$ cat src/rtl/csr_pkg.sv
// Shared definitions for the CSR access sequencer: funct3 encodings, FSM states
// and the address fields that carry read-only and privilege information.
package csr_pkg;

    localparam logic [2:0] F3_RW  = 3'b001;
    localparam logic [2:0] F3_RS  = 3'b010;
    localparam logic [2:0] F3_RC  = 3'b011;
    localparam logic [2:0] F3_RWI = 3'b101;
    localparam logic [2:0] F3_RSI = 3'b110;
    localparam logic [2:0] F3_RCI = 3'b111;

    // funct3[1:0] selects the merge; funct3[2] selects the immediate operand.
    localparam logic [1:0] MODE_NONE = 2'b00;
    localparam logic [1:0] MODE_RW   = 2'b01;
    localparam logic [1:0] MODE_RS   = 2'b10;
    localparam logic [1:0] MODE_RC   = 2'b11;

    localparam int RO_HI   = 11;
    localparam int RO_LO   = 10;
    localparam int PRIV_HI = 9;
    localparam int PRIV_LO = 8;

    localparam logic [1:0] RO_TAG = 2'b11;

    typedef enum logic [1:0] {
        ST_IDLE  = 2'd0,
        ST_READ  = 2'd1,
        ST_WRITE = 2'd2,
        ST_DONE  = 2'd3
    } csr_state_e;

endpackage

$ cat src/rtl/csr_write_value.sv
// Combinational merge of the old CSR value with the operand for the
// read-write, read-set and read-clear instruction forms.
module csr_write_value
    import csr_pkg::*;
(
    input  logic [1:0]  mode_i,
    input  logic [31:0] old_i,
    input  logic [31:0] operand_i,
    output logic [31:0] new_o
);

    always_comb begin
        new_o = operand_i;
        case (mode_i)
            MODE_RS: new_o = old_i | operand_i;
            MODE_RC: new_o = old_i & ~operand_i;
            default: new_o = operand_i;
        endcase
    end

endmodule

$ cat src/rtl/csr_access_controller.sv
// Core-side CSR sequencer: IDLE -> READ -> WRITE -> DONE for one Zicsr instruction.
// Optional build macro CSR_PRIV_CHECK_EN adds currentPrivilege and an address privilege check.
module csr_access_controller
    import csr_pkg::*;
(
    input  logic        clk,
    input  logic        rst,
    input  logic        instrValid,
    output logic        instrReady,
    input  logic [2:0]  instrFunct3,
    input  logic [11:0] instrAddress,
    input  logic [31:0] instrOperand,
    input  logic [4:0]  instrRs1,
    input  logic [4:0]  instrRd,
    output logic        csrReadEnable,
    output logic [11:0] csrReadAddress,
    input  logic [31:0] csrReadData,
    input  logic        csrReadRequest,
    output logic        csrWriteEnable,
    output logic [11:0] csrWriteAddress,
    output logic [31:0] csrWriteData,
    input  logic        csrWriteRequest,
    output logic        resultValid,
    input  logic        resultReady,
    output logic [31:0] resultData,
`ifdef CSR_PRIV_CHECK_EN
    input  logic [1:0]  currentPrivilege,
`endif
    output logic        resultIllegal
);

    // Handshakes: a transfer happens on a clock edge where valid and ready are both 1.
    // instrReady is 1 only in IDLE; resultValid holds with stable data until resultReady.

    csr_state_e  state_q, state_d;
    logic [1:0]  mode_q, mode_d;
    logic [11:0] addr_q, addr_d;
    logic [31:0] op_q, op_d;
    logic [31:0] old_q, old_d;
    logic        do_read_q, do_read_d;
    logic        do_write_q, do_write_d;
    logic        illegal_q, illegal_d;
    logic [31:0] write_value;
    logic        instr_is_rw;

    csr_write_value u_write_value (
        .mode_i    (mode_q),
        .old_i     (old_q),
        .operand_i (op_q),
        .new_o     (write_value)
    );

    assign instr_is_rw = (instrFunct3[1:0] == MODE_RW);

    always_comb begin
        state_d         = state_q;
        mode_d          = mode_q;
        addr_d          = addr_q;
        op_d            = op_q;
        old_d           = old_q;
        do_read_d       = do_read_q;
        do_write_d      = do_write_q;
        illegal_d       = illegal_q;
        instrReady      = 1'b0;
        csrReadEnable   = 1'b0;
        csrReadAddress  = 12'h000;
        csrWriteEnable  = 1'b0;
        csrWriteAddress = 12'h000;
        csrWriteData    = 32'h0;
        resultValid     = 1'b0;
        resultData      = 32'h0;
        resultIllegal   = 1'b0;

        unique case (state_q)
            ST_IDLE: begin
                instrReady = 1'b1;
                if (instrValid) begin
                    mode_d     = instrFunct3[1:0];
                    addr_d     = instrAddress;
                    op_d       = instrFunct3[2] ? {27'd0, instrRs1} : instrOperand;
                    do_read_d  = !(instr_is_rw && (instrRd == 5'd0));
                    do_write_d = instr_is_rw || (instrRs1 != 5'd0);
                    old_d      = 32'h0;
                    illegal_d  = 1'b0;
                    state_d    = ST_READ;
                    if (instrFunct3[1:0] == MODE_NONE) begin
                        illegal_d = 1'b1;
                        state_d   = ST_DONE;
                    end
`ifdef CSR_PRIV_CHECK_EN
                    else if (instrAddress[PRIV_HI:PRIV_LO] > currentPrivilege) begin
                        illegal_d = 1'b1;
                        state_d   = ST_DONE;
                    end
`endif
                end
            end
            ST_READ: begin
                csrReadEnable  = do_read_q;
                csrReadAddress = addr_q;
                // A suppressed read behaves as an old value of zero for the merge.
                old_d          = do_read_q ? csrReadData : 32'h0;
                if (do_read_q && !csrReadRequest) begin
                    illegal_d = 1'b1;
                    state_d   = ST_DONE;
                end else begin
                    state_d   = ST_WRITE;
                end
            end
            ST_WRITE: begin
                if (do_write_q) begin
                    if (addr_q[RO_HI:RO_LO] == RO_TAG) begin
                        illegal_d = 1'b1;
                    end else begin
                        csrWriteEnable  = 1'b1;
                        csrWriteAddress = addr_q;
                        csrWriteData    = write_value;
                        if (!csrWriteRequest) begin
                            illegal_d = 1'b1;
                        end
                    end
                end
                state_d = ST_DONE;
            end
            ST_DONE: begin
                resultValid   = 1'b1;
                resultData    = illegal_q ? 32'h0 : old_q;
                resultIllegal = illegal_q;
                if (resultReady) begin
                    state_d = ST_IDLE;
                end
            end
            default: state_d = ST_IDLE;
        endcase

        // Reset silences every output in the same cycle so no strobe escapes.
        if (!rst) begin
            instrReady      = 1'b1;
            csrReadEnable   = 1'b0;
            csrReadAddress  = 12'h000;
            csrWriteEnable  = 1'b0;
            csrWriteAddress = 12'h000;
            csrWriteData    = 32'h0;
            resultValid     = 1'b0;
            resultData      = 32'h0;
            resultIllegal   = 1'b0;
        end
    end

    always_ff @(posedge clk) begin
        if (!rst) begin
            state_q    <= ST_IDLE;
            mode_q     <= MODE_NONE;
            addr_q     <= 12'h000;
            op_q       <= 32'h0;
            old_q      <= 32'h0;
            do_read_q  <= 1'b0;
            do_write_q <= 1'b0;
            illegal_q  <= 1'b0;
        end else begin
            state_q    <= state_d;
            mode_q     <= mode_d;
            addr_q     <= addr_d;
            op_q       <= op_d;
            old_q      <= old_d;
            do_read_q  <= do_read_d;
            do_write_q <= do_write_d;
            illegal_q  <= illegal_d;
        end
    end

endmodule

$ cat config.mk
export PLATFORM = sky130hd
export DESIGN_NAME = csr_access_controller
export DESIGN_NICKNAME = d
export VERILOG_FILES = /design/src/rtl/csr_pkg.sv /design/src/rtl/csr_write_value.sv /design/src/rtl/csr_access_controller.sv
export SDC_FILE = /design/constraint.sdc
export NUM_CORES = 1
export LEC_CHECK = 0
export CAP_MARGIN = 20
export CORE_ASPECT_RATIO = 0.8
export CORE_MARGIN = 3
export CORE_UTILIZATION = 61
export CTS_CLUSTER_DIAMETER = 200
export DETAILED_ROUTE_END_ITERATION = 12
export DONT_BUFFER_PORTS = 1
export PLACE_DENSITY_LB_ADDON = 0.25
export SYNTH_ARGS = -nofsm -noshare
export SYNTH_HDL_FRONTEND = slang
export SYNTH_SLANG_ARGS = --single-unit
$ cat constraint.sdc
create_clock -name clk -period 2.6 [get_ports clk]
set_clock_uncertainty 0.15 [all_clocks]
set_input_delay 0.78 -clock clk [delete_from_list [all_inputs] [get_ports clk]]
set_output_delay 0.78 -clock clk [all_outputs]
set_load 0.05 [all_outputs]
======== Word level (Yosys, flattened, before mapping) ========
Cells that the tools add are included.
operators by class
  equal/unequal tests ..................... 12
  multiplexer cells ....................... 42
  bitwise operators ....................... 3
  reductions and logical operators ........ 15
operator list
  operator                                                          count
  32-bit 2-to-1 mux                                                 10
  32-bit case mux with 2 select lines                               2
  12-bit 2-to-1 mux                                                 6
  32-bit AND                                                        1
  32-bit NOT                                                        1
  32-bit OR                                                         1
  1-bit 2-to-1 mux                                                  19
  2-bit == test (second input constant)                             5
  2-bit inequality test (second input constant)                     4
  2-bit case mux with 4 select lines                                1
  2-bit 2-to-1 mux                                                  3
  2-bit AND reduction                                               3
  5-bit logical NOT                                                 1
  5-bit AND reduction                                               1
  5-bit nonzero test                                                1
  2-bit by 1-bit == test with 1-bit output (second input constant)  2
  2-bit logical NOT                                                 2
  3-bit inequality test (second input constant)                     1
  1-bit case mux with 3 select lines                                1
  3-bit nonzero test                                                1
  1-bit logical AND                                                 2
  1-bit logical NOT                                                 2
  2-bit nonzero test                                                1
  1-bit logical OR                                                  1
storage, ports and cells
  flip-flop bits (word level) ............. 83
  input bits .............................. 95
  output and inout bits ................... 93
  logic and storage cells ................. 80

======== Longest topological paths before layout ========
  depth in word-level cells ............... 7
  mapped depth ............................ 9
  gate-level depth less buffers ........... 6

======== Cells and area by module ========
Synthesis repeated with hierarchy kept, for this count alone.
unflattened totals
  cell total of the unflattened synthesis .. 564
  area total of the unflattened synthesis .. 4735.8 µm²
by module, submodules not included
  module                 instances  cells an instance  area each (µm²)
  csr_access_controller  1          491                4226.6
  csr_write_value        1          73                 509.2

======== Worst setup path before layout ========
OpenSTA, ideal clock, no wires.
  path kind ............................... input to output
  start point ............................. input rst
  end point ............................... output csrWriteAddress[10]
  data arrival time ....................... 2.223 ns
  required time ........................... 1.670 ns
  path slack .............................. -0.553 ns
  stages .................................. 3
  path buffers ............................ 1
  path through ............................ buf_2 -> nand3_1 -> nor3b_1
between the ends
  cells in the longest elaborated chain, start to end .. 1
RTL lines
  what               RTL line                      RTL
  from (decl)        csr_access_controller.sv:7    input logic rst,
  12-bit 2-to-1 mux  csr_access_controller.sv:137  if (!rst) begin
  to (decl)          csr_access_controller.sv:20   output logic [11:0] csrWriteAddress,
Every way passes these cells.

======== Worst setup path in the final report ========
  start point ............................. register state_q[0]
  end point ............................... output csrWriteAddress[9]
between the ends
  cells in the longest elaborated chain, start to end .. 3
RTL lines
  what                    RTL line                      RTL
  from (decl)             csr_access_controller.sv:35   csr_state_e state_q, state_d;
  from (signal assigned)  csr_access_controller.sv:161  state_q <= state_d;
  2-bit == test           csr_access_controller.sv:74   unique case (state_q)
  12-bit 2-to-1 mux       csr_access_controller.sv:74
  12-bit 2-to-1 mux       csr_access_controller.sv:137
Every way passes these cells.

==> results.md <==
* Outcome: finished with violations
* Violations in the final reports: negative setup slack
* Post-route fraction of the period consumed by the critical path at 104%
* Leak pwr at 2.09 nW
* Detail-routed via count per cell at about 6
* Final-layout worst hold slack at approximately 0.31 ns
* Worst reg2reg setup slack at 0.52 ns
* Final antenna diode count at 0
* Number of slew-limit violations in the final report at 0
* FF-to-FF Start: state_q[1]$_SDFFE_PN0P_
* Type of element capturing the critical path: output pin
* Compound-cell area share of the yosys netlist at between 20 and 25%
* Worst Slack Setup Final at -0.100 ns
* Layout Nets at between 700 and 800
* Capture instance of the worst register-to-register path: old_q[2]$_SDFFE_PN0P_
* Clock buffer count from CTS at 9
* Number of hold-repair buffers added at the cts stage at 0
* Critical path required time at ~1.7 ns
* Highest achievable clock rate at 370 MHz
* DP HPWL at a little over 9000 um
* Maximum number of pins on one net before global-route repair at 51
* I/O pins at 188
* Skew-Pair Late Insertion Delay at between 0.3 and 0.4 ns
* Number of flops mapped to enable cells by yosys at 0
* Core area at 7090 um^2
* Combinational family with the most area after synthesis: simple AND/OR/NAND/NOR gates
* Startpoint class of the critical path: register
* Most common flop cell mapped by yosys: dfxtp_1
* Drt wl/cell at between 15 and 20 um
* Worst setup startpoint: state_q[0]$_SDFFE_PN0P_
* Vias in the first global route at 4258
* Fraction of layout cells with a size suffix above 1 at about a third
* Basic-gate share of the synthesized area counting and, or, nand and nor cells at about 33%
* Worst rel slew slack at between 60 and 70%
* DR vias at about 4300
* Parity-gate share of the synthesized area counting xor and xnor cells at 0%
* Remaining Overflow, GRT at 0
* All-layer global routing usage at about 31%
* Multiplexer area fraction after synthesis at 1.31%
* H-tree level count at 3
* Cell taking the most area after synthesis: dfxtp_1
* Critical path class: register to output pin
* Unrepaired setup endpoints after global routing: true
* Iteration-0 DRC Markers at ~270
* Number of endpoints with negative hold slack in the final report at 0
* TritonCTS clock tree: done
* Floorplan die height at approximately 83 um
* Yosys warnings at 0
* Share of async-settable or async-resettable flops after synthesis at 0%
* Global-route wire length before repair at 21100 um
* Max cap viols at 0
* Horiz. Die Dim at 103 um
* Dominant cells by area after synthesis: dfxtp_1 (36%), a21oi_4 (11%), nand2_1 (9.9%), nor2_1 (8.5%), a21oi_1 (8.4%)
* Number of rows in the core area at 27
* Largest fanout on the critical path at 7
* Layout overhead on the synthesized area at 27.3%
* Buffer type at the clock tree root: clkbuf_8
* Count of unique library cells instantiated by Yosys at 36
* Clock Path Buffers at 2
* Final setup vio count at 43
* Cell area after synthesis at roughly 4600 um^2
* Worst min-delay path class: register to register
* Reg2reg path depth at 7
* Final Routed Wirelength at between 10000 and 15000 um
* Post-Syn Area per Cell at ~7.7 um^2
* Clock-pin slew of the registers on the worst-case setup and hold paths at around 0.09 ns
* Number of remaining DRC errors at 0
* Synth Instances at 596
* Register area share after synthesis at between 30% and 40%
* Worst vdd ir at around 0.9 mV
* Total of buffers placed on input and output ports at 0
* Global placer's final weighted congestion at ~0.85
* Synthesized net count at a little under 700
* Total of flip-flops plus latches after synthesis at 83
* Tightest Pin Transition at between 0.5 and 0.6 ns
* Initial cell density of the core at around 65%
* Proportion of netlist area held by the largest area contributor at a little over a third
* DIE AREA at around 8600 um^2
* Capturing element of the worst setup path: csrWriteAddress[9]
* Post-DRT Antenna Nets at 0
* Share of synthesized cell area in full adder, half adder and majority cells at about 1.1%
* Post-route core utilization at between 80 and 90%
* Antenna violations before repair at 0
* Number of optimization iterations in the first detailed-route pass at 6
* Minimum clock period at ~2.7 ns
* Pwr/cell area at around 880 nW/um^2
* Number of sinks handled by clock tree synthesis at between 80 and 90
* Arrival time at the worst endpoint at around 1.8 ns
==> worst min-delay path by stage <==
stage	from	slack (ns)	depth (start not counted)	to
after floorplan	mode_q[0]$_SDFFE_PN0P_	0.29	2	mode_q[0]$_SDFFE_PN0P_
after global placement	mode_q[0]$_SDFFE_PN0P_	0.29	2	mode_q[0]$_SDFFE_PN0P_
after detailed placement	mode_q[0]$_SDFFE_PN0P_	0.30	2	mode_q[0]$_SDFFE_PN0P_
after CTS	mode_q[0]$_SDFFE_PN0P_	0.31	2	mode_q[0]$_SDFFE_PN0P_
after global routing	addr_q[5]$_SDFFE_PN0P_	0.34	2	addr_q[5]$_SDFFE_PN0P_
final	mode_q[0]$_SDFFE_PN0P_	0.31	2	mode_q[0]$_SDFFE_PN0P_
==> Yosys cell counts, types with 4 or more instances <==
cell type,n
dfxtp_1,83
clkbuf_1,25
nor2_1,104
and3_1,14
a21oi_4,30
nand3b_1,28
and2_1,44
ha_1,4
a211oi_1,8
a21oi_1,77
mux2i_1,6
inv_1,6
nand2_1,121
buf_2,16
==> cells by family after synthesis <==
group,after synthesis
DFF,83
buffers and inverters,54
and+or+nand+nor,325
adders and majority gates,4
AOI/OAI and AO/OA,124
muxes,6
==> state kept, by name, summed over array words and instances (netlist names) <==
name / flops
old_q: 32
op_q: 32
addr_q: 12
mode_q: 2
state_q: 2
do_read_q: 1
do_write_q: 1
illegal_q: 1
==> worst max-delay path: stages, from the launching register on <==
cell and delay (ns):
dfxtp_4 0.37, inv_4 0.06, ha_4 0.14, nand3_4 0.08
a21o_4 0.28, buf_4 0.18, inv_4 0.07, and2_4 0.24
==> power by group <==
group | switching [mW] | internal, mW
sequential | 0.306 | 1.63
clock | 0.487 | 0.500
combinational | 1.44 | 0.772
==> layout by cell type, fill, tap and decap left out, drive strengths merged, types with 8 or more instances in the layout <==
| cell | netlist | final |
|---|---|---|
| and3 | 14 | 14 |
| a211oi | 8 | 8 |
| a21oi | 107 | 107 |
| nand3b | 28 | 28 |
| and2 | 44 | 44 |
| buf | 22 | 57 |
| dfxtp | 83 | 83 |
| inv | 7 | 8 |
| nor2 | 104 | 104 |
| clkbuf | 25 | 11 |
| nand2 | 122 | 122 |
==> timing repair <==
action                                  CTS  global route
gates resized for setup                  18            13
cloned                                    3             1
pin swaps                                14            10
setup buffers                             3             4
endpoints found under the setup margin   85            91
==> layout make-up <==
cell class	instances	area, um^2
timing repair buffer	57	727
fill	458	1270
inverter	7	36.3
timing repair inverter	1	6.26
clock buffer	11	151
clock inverter	5	60.1
tap	87	109
multi-input combinational	459	3070
sequential	83	1670
==> stage by stage <==
step	instances	TNS (ns)	total power [mW]	cell area, um^2	worst slack, ns
2_1_floorplan	596	-2.46	3.65	5050	-0.0654
6_report	710	-3.32	5.14	5830	-0.100
5_1_grt	710	-6.05	5.42	5830	-0.151
3_5_place_dp	684	0	3.98	5380	0.0642
3_3_place_gp	684	0	3.88	5380	0.0831
4_1_cts	706	-5.71	5.04	5740	-0.111
==> layer usage <==
metal | up-vias | global-route usage (%) | share of wire (%)
met5 | - | 0 | 0
met4 | 0 | 8.00 | 2.6
met3 | 39 | 7.94 | 9.5
met2 | 235 | 53.0 | 49
met1 | 2029 | 37.7 | 38
li1 | 1993 | - | -
(Power assumes the default switching activity.)
